`src/rtl/npu_pkg.sv`:
```
// Shared types and constants for the NPU instruction path (issuer and scheduler).
package npu_pkg;

    // Scheduler non-IDLE state count; the issuer holds instr for exactly this many cycles after start.
    localparam int NPU_SCHED_HOLD = 3;
    localparam int NPU_W_IN       = 8;

    typedef enum logic [1:0] {
        S_IDLE  = 2'd0,
        S_ISSUE = 2'd1,
        S_HOLD  = 2'd2
    } issuer_state_e;

endpackage

```
`src/rtl/npu_sync_fifo.sv`:
```
// Synchronous first-word-fall-through FIFO with an explicit level counter and synchronous flush.
module npu_sync_fifo
    import npu_pkg::*;
#(
    parameter int W     = NPU_W_IN,
    parameter int DEPTH = 4
) (
    input  logic                   clk,
    input  logic                   rst_n,
    input  logic                   push,
    input  logic [W-1:0]           push_data,
    input  logic                   pop,
    input  logic                   flush,
    output logic [W-1:0]           head_data,
    output logic                   full,
    output logic                   empty,
    output logic [$clog2(DEPTH):0] level
);

    localparam int AW = $clog2(DEPTH);
    localparam int LW = AW + 1;
    localparam logic [LW-1:0] LEVEL_FULL = LW'(DEPTH);

    logic [W-1:0]  mem_q [DEPTH];
    logic [AW-1:0] wr_ptr_q, wr_ptr_d;
    logic [AW-1:0] rd_ptr_q, rd_ptr_d;
    logic [LW-1:0] level_q, level_d;
    logic          push_ok, pop_ok;

    assign full      = (level_q == LEVEL_FULL);
    assign empty     = (level_q == '0);
    assign level     = level_q;
    assign head_data = mem_q[rd_ptr_q];

    // Flush overrides both ports so a same-cycle push or pop cannot leak past the clear.
    assign push_ok = push && !full && !flush;
    assign pop_ok  = pop && !empty && !flush;

    always_comb begin
        // NOTE: every signal driven here gets a default first; a path that skips an assignment would infer a latch.
        wr_ptr_d = wr_ptr_q;
        rd_ptr_d = rd_ptr_q;
        level_d  = level_q;
        if (flush) begin
            wr_ptr_d = '0;
            rd_ptr_d = '0;
            level_d  = '0;
        end else begin
            if (push_ok) wr_ptr_d = wr_ptr_q + 1'b1;
            if (pop_ok)  rd_ptr_d = rd_ptr_q + 1'b1;
            case ({push_ok, pop_ok})
                2'b10:   level_d = level_q + 1'b1;
                2'b01:   level_d = level_q - 1'b1;
                default: level_d = level_q;
            endcase
        end
    end

    // NOTE: sequential state uses non-blocking assignments so every flop samples pre-edge values.
    always_ff @(posedge clk or negedge rst_n) begin
        if (!rst_n) begin
            wr_ptr_q <= '0;
            rd_ptr_q <= '0;
            level_q  <= '0;
        end else begin
            wr_ptr_q <= wr_ptr_d;
            rd_ptr_q <= rd_ptr_d;
            level_q  <= level_d;
        end
    end

    // NOTE: the storage array is deliberately not reset; the level counter keeps stale words from being consumed.
    always_ff @(posedge clk) begin
        if (push_ok) mem_q[wr_ptr_q] <= push_data;
    end

endmodule

```
`src/rtl/npu_instr_issuer.sv`:
```
// Queues host instruction bytes and issues them to npu_scheduler with a start pulse and a fixed hold window.
// Optional issue counter enabled by defining NPU_ISSUE_PERF_EN.
module npu_instr_issuer
    import npu_pkg::*;
#(
    parameter int W_IN        = NPU_W_IN,
    parameter int DEPTH       = 4,
    parameter int HOLD_CYCLES = NPU_SCHED_HOLD,
    parameter int CNT_W       = 16
) (
    input  logic                   clk,
    input  logic                   rst_n,
    input  logic                   host_valid,
    input  logic [W_IN-1:0]        host_instr,
    output logic                   host_ready,
    input  logic                   flush,
    output logic [W_IN-1:0]        instr,
    output logic                   start,
    output logic                   busy,
    output logic [$clog2(DEPTH):0] fifo_level
`ifdef NPU_ISSUE_PERF_EN
    ,
    output logic [CNT_W-1:0]       issue_count
`endif
);

    localparam int HCNT_W = $clog2(HOLD_CYCLES + 1);
    localparam logic [HCNT_W-1:0] HCNT_LOAD = HCNT_W'(HOLD_CYCLES - 1);

    issuer_state_e     state_q, state_d;
    logic [HCNT_W-1:0] hcnt_q, hcnt_d;
    logic [W_IN-1:0]   instr_q, instr_d;
    logic              start_q, start_d;

    logic              fifo_push, fifo_pop;
    logic              fifo_full, fifo_empty;
    logic [W_IN-1:0]   fifo_head;

    // A pop frees a slot only after the edge, so full alone gates the host.
    assign host_ready = !fifo_full && !flush;
    assign fifo_push  = host_valid && host_ready;

    npu_sync_fifo #(
        .W     (W_IN),
        .DEPTH (DEPTH)
    ) u_fifo (
        .clk       (clk),
        .rst_n     (rst_n),
        .push      (fifo_push),
        .push_data (host_instr),
        .pop       (fifo_pop),
        .flush     (flush),
        .head_data (fifo_head),
        .full      (fifo_full),
        .empty     (fifo_empty),
        .level     (fifo_level)
    );

    always_comb begin
        state_d  = state_q;
        hcnt_d   = hcnt_q;
        instr_d  = instr_q;
        start_d  = 1'b0;
        fifo_pop = 1'b0;
        case (state_q)
            S_IDLE: begin
                if (!fifo_empty && !flush) begin
                    instr_d  = fifo_head;
                    fifo_pop = 1'b1;
                    start_d  = 1'b1;
                    state_d  = S_ISSUE;
                end
            end
            S_ISSUE: begin
                hcnt_d  = HCNT_LOAD;
                state_d = S_HOLD;
            end
            S_HOLD: begin
                if (hcnt_q != '0) begin
                    hcnt_d = hcnt_q - 1'b1;
                end else if (!fifo_empty && !flush) begin
                    // Back-to-back issue; a concurrent flush wins and drops us to idle instead.
                    instr_d  = fifo_head;
                    fifo_pop = 1'b1;
                    start_d  = 1'b1;
                    state_d  = S_ISSUE;
                end else begin
                    state_d = S_IDLE;
                end
            end
            default: state_d = S_IDLE;
        endcase
    end

    always_ff @(posedge clk or negedge rst_n) begin
        if (!rst_n) begin
            state_q <= S_IDLE;
            hcnt_q  <= '0;
            instr_q <= '0;
            start_q <= 1'b0;
        end else begin
            state_q <= state_d;
            hcnt_q  <= hcnt_d;
            instr_q <= instr_d;
            start_q <= start_d;
        end
    end

    assign instr = instr_q;
    assign start = start_q;
    assign busy  = (state_q != S_IDLE);

`ifdef NPU_ISSUE_PERF_EN
    logic [CNT_W-1:0] issue_count_q, issue_count_d;

    // Saturating count of issues; flush leaves it alone, only rst_n clears it.
    always_comb begin
        issue_count_d = issue_count_q;
        if (start_d && (issue_count_q != '1)) issue_count_d = issue_count_q + 1'b1;
    end

    always_ff @(posedge clk or negedge rst_n) begin
        if (!rst_n) issue_count_q <= '0;
        else        issue_count_q <= issue_count_d;
    end

    assign issue_count = issue_count_q;
`else
    localparam int unused_cnt_w = CNT_W;
`endif

endmodule
```
`config.mk`:
```
export PLATFORM = sky130hd
export DESIGN_NAME = npu_instr_issuer
export DESIGN_NICKNAME = d
export VERILOG_FILES = /design/src/rtl/npu_pkg.sv /design/src/rtl/npu_sync_fifo.sv /design/src/rtl/npu_instr_issuer.sv
export SDC_FILE = /design/constraint.sdc
export NUM_CORES = 1
export LEC_CHECK = 0
export CORE_MARGIN = 4
export CORE_UTILIZATION = 40
export DETAILED_ROUTE_END_ITERATION = 12
export HOLD_SLACK_MARGIN = 0.06
export SLEW_MARGIN = 10
export SYNTH_ARGS = -nofsm -noshare
export SYNTH_HDL_FRONTEND = slang
export SYNTH_HIERARCHICAL = 1
export SYNTH_SLANG_ARGS = --single-unit
```
`constraint.sdc`:
```
create_clock -name clk -period 3.9 [get_ports clk]
set_clock_uncertainty 0.15 [all_clocks]
set_input_delay 1.17 -clock clk [delete_from_list [all_inputs] [get_ports clk]]
set_output_delay 1.17 -clock clk [all_outputs]
set_load 0.02 [all_outputs]
```
==> flow_summary.yaml <==
global_route:
  grt_pass1_wl_um: 6600
  grt.overflow.total: 0
  grt_max_degree: 21
  grt_use_total: 0.124
  grt_pass1_vias: 1381
  antenna_found_initial: 0
worst_setup_path:
  end_kind: "primary output"
  crit_buf_inv: 2
  slowest_stage: "clkdlybuf4s50_1"
  crit_family: "buffers and inverters"
  required_ns: 2.58
  cpPeakStageDelay_ns: 0.63
  crit_type: "primary input to primary output"
  path_max_fanout: 2
  path_cells: "clkdlybuf4s50_1, nor2_1, clkdlybuf4s50_1"
  critPathArrivalTime_ns: 2.38
  startpoint_type: "primary input"
  critical_path.most_common_cell: "clkdlybuf4s50_1"
routing:
  wire_per_inst_um: 16.1
  dr.pass1.iters: 4
  first_iter_violations: 81
  vias: 1243
  viasPerCell: 5.05
  drc: 0
  antenna_left: 0
  routed_wl_um: 3950
sta:
  fmax_mhz: 270
  finalSetupViolations: 0
  final.setup.tns_ns: 0
  whs_ns: 0.361
  finalMaxSlewViolations: 0
  finalHoldViolCount: 0
  rsz0062_at_grt: "false"
  worst-slew-pin-transition_ns: 0.997
  slew_headroom: 0.333
  period_share: 0.948
  fin_crit_ns: 3.70
yosys:
  synth_area_leaders: "edfxtp_1 (42%), dfrtp_1 (22%), mux4_2 (7.9%)"
  ys_seq_elements: 52
  ys_seq_area_frac: 0.641
  syn_avg_cell_area_um2: 15.6
  synth_top_area_frac: 0.422
  synthesis.area_um2: 2280
  synthArstFlopShare: 0.385
  synthDistinctLibCells: 41
  ys.flop_type: "edfxtp_1"
  synthCells: 146
  synth_nets: 164
  synth_edf_count: 32
  synth_area_leader_cell: "edfxtp_1"
  synth_warnings: 6
die:
  core_area_um2: 5510
  initial_utilization: 0.414
  die_y_um: 83.5
  ios: 26
  die_area_um2: 6970
  num_rows: 27
  die_w_um: 83.5
clock_tree:
  cts_resized: 0
  holdBufCountCts: 0
  htreeDepth: 2
  cts_made_buffers: 5
  cts.sinks: 52
  post_cts_buffers: 0
  clk_pin_slew_ns: 0.09
  cts_tree: "built"
  clkLatencyLatePin_ns: 0.30
  clockBufferDepth: 2
  clock-root-buffer: "clkbuf_8"
pwr:
  p_leak_nw: 0.967
  vdd_drop_max_mv: 0.225
  p_per_area_nw_per_um2: 504
run:
  max_cap_viol_count: 0
placed_design:
  port_buffers: 25
  dp_hpwl_um: 2690
  place.gp.congestion: 0.714
layout:
  nNetsFinal: 191
  drive_gt1_frac: 0.195
  final_cell_mix: "edfxtp_1 (32), clkdlybuf4s50_1 (25), dfrtp_1 (20)"
  antenna_cells: 0
  layout_commonest_cell: "edfxtp_1"
  syn2layout_area_growth_pct: 17.6
status:
  outcome: "completed"
hold_path:
  hold_path_class: "flop to flop"
## flip-flops by register name, summed over array words and instances (netlist names)
name,flops
u_fifo/rd_ptr_q,2
state_q,2
u_fifo/level,3
u_fifo/wr_ptr_q,2
instr,8
u_fifo/mem_q,32
hcnt_q,2
start,1
## report_power, final
part           total, mW  switching, mW  internal [mW]
Clock              0.291          0.166          0.126
Combinational      0.362          0.167          0.195
Sequential         0.698         0.0450          0.652
## Yosys cell counts (2+ instances only)
| cell type | count |
|---|---|
| nand2b_1 | 4 |
| and2_1 | 6 |
| edfxtp_1 | 32 |
| ha_1 | 5 |
| nor2_1 | 9 |
| dfrtp_1 | 20 |
| o21ai_0 | 4 |
| mux2i_1 | 2 |
| a21oi_1 | 3 |
| mux2_2 | 9 |
| mux4_2 | 8 |
| o22ai_1 | 3 |
| xor2_1 | 2 |
| nor3_1 | 3 |
| nand2_1 | 2 |
| clkbuf_1 | 2 |
| buf_2 | 4 |
| inv_1 | 5 |
## final timing paths
path	startpoint	to	slack [ns]	depth (start not counted)
setup reg to reg	u_fifo/level[1]$_DFFE_PN0P_	u_fifo/level[1]$_DFFE_PN0P_	1.29	10
hold reg to reg	instr[2]$_DFFE_PN0P_	instr[2]$_DFFE_PN0P_	0.36	1
hold / removal	instr[2]$_DFFE_PN0P_	instr[2]$_DFFE_PN0P_	0.36	1
setup / recovery	flush	host_ready	0.20	3
max in group asynchronous	rst_n	u_fifo/rd_ptr_q[0]$_DFFE_PN0P_	1.73	1
min in group asynchronous	rst_n	instr[3]$_DFFE_PN0P_	1.26	1
## stage by stage
stage / utilization / area [µm²] / setup slack (ns) / cells / power, mW
2_1_floorplan: - / 2280 / 0.610 / 146 / 0.921
3_3_place_gp: 0.471 / 2590 / 0.191 / 238 / 1.06
3_5_place_dp: 0.471 / 2590 / 0.212 / 238 / 1.08
4_1_cts: 0.487 / 2680 / 0.201 / 246 / 1.37
5_1_grt: 0.487 / 2680 / 0.178 / 246 / 1.42
6_report: 0.487 / 2680 / 0.202 / 246 / 1.35
## layer usage
metal  routed length, µm  vias to the layer above  GRT usage
li1                    -                      594          -
met1                1700                      625      0.142
met2                2060                       20      0.217
met3                 138                        4     0.0346
met4                  59                        0     0.0482
met5                   0                        -          0
## cells by family after synthesis
logic type,after synthesis,synth area share
simple gates,35,0.0967
buf+inv,13,0.0286
flops,52,0.641
mux,19,0.132
fa+ha+maj,6,0.0362
compound gates,18,0.0533
xor+xnor,3,0.0115
## area by class of cell
cell class,count,area [µm²]
clock buffer,6,72.6
clock inverter,2,12.5
fill,484,2830
inverter,5,18.8
multi-input combinational,81,752
sequential,52,1460
tap,72,90.1
timing repair buffer,28,273
Note: power is estimated with default switching activity, not from simulation.
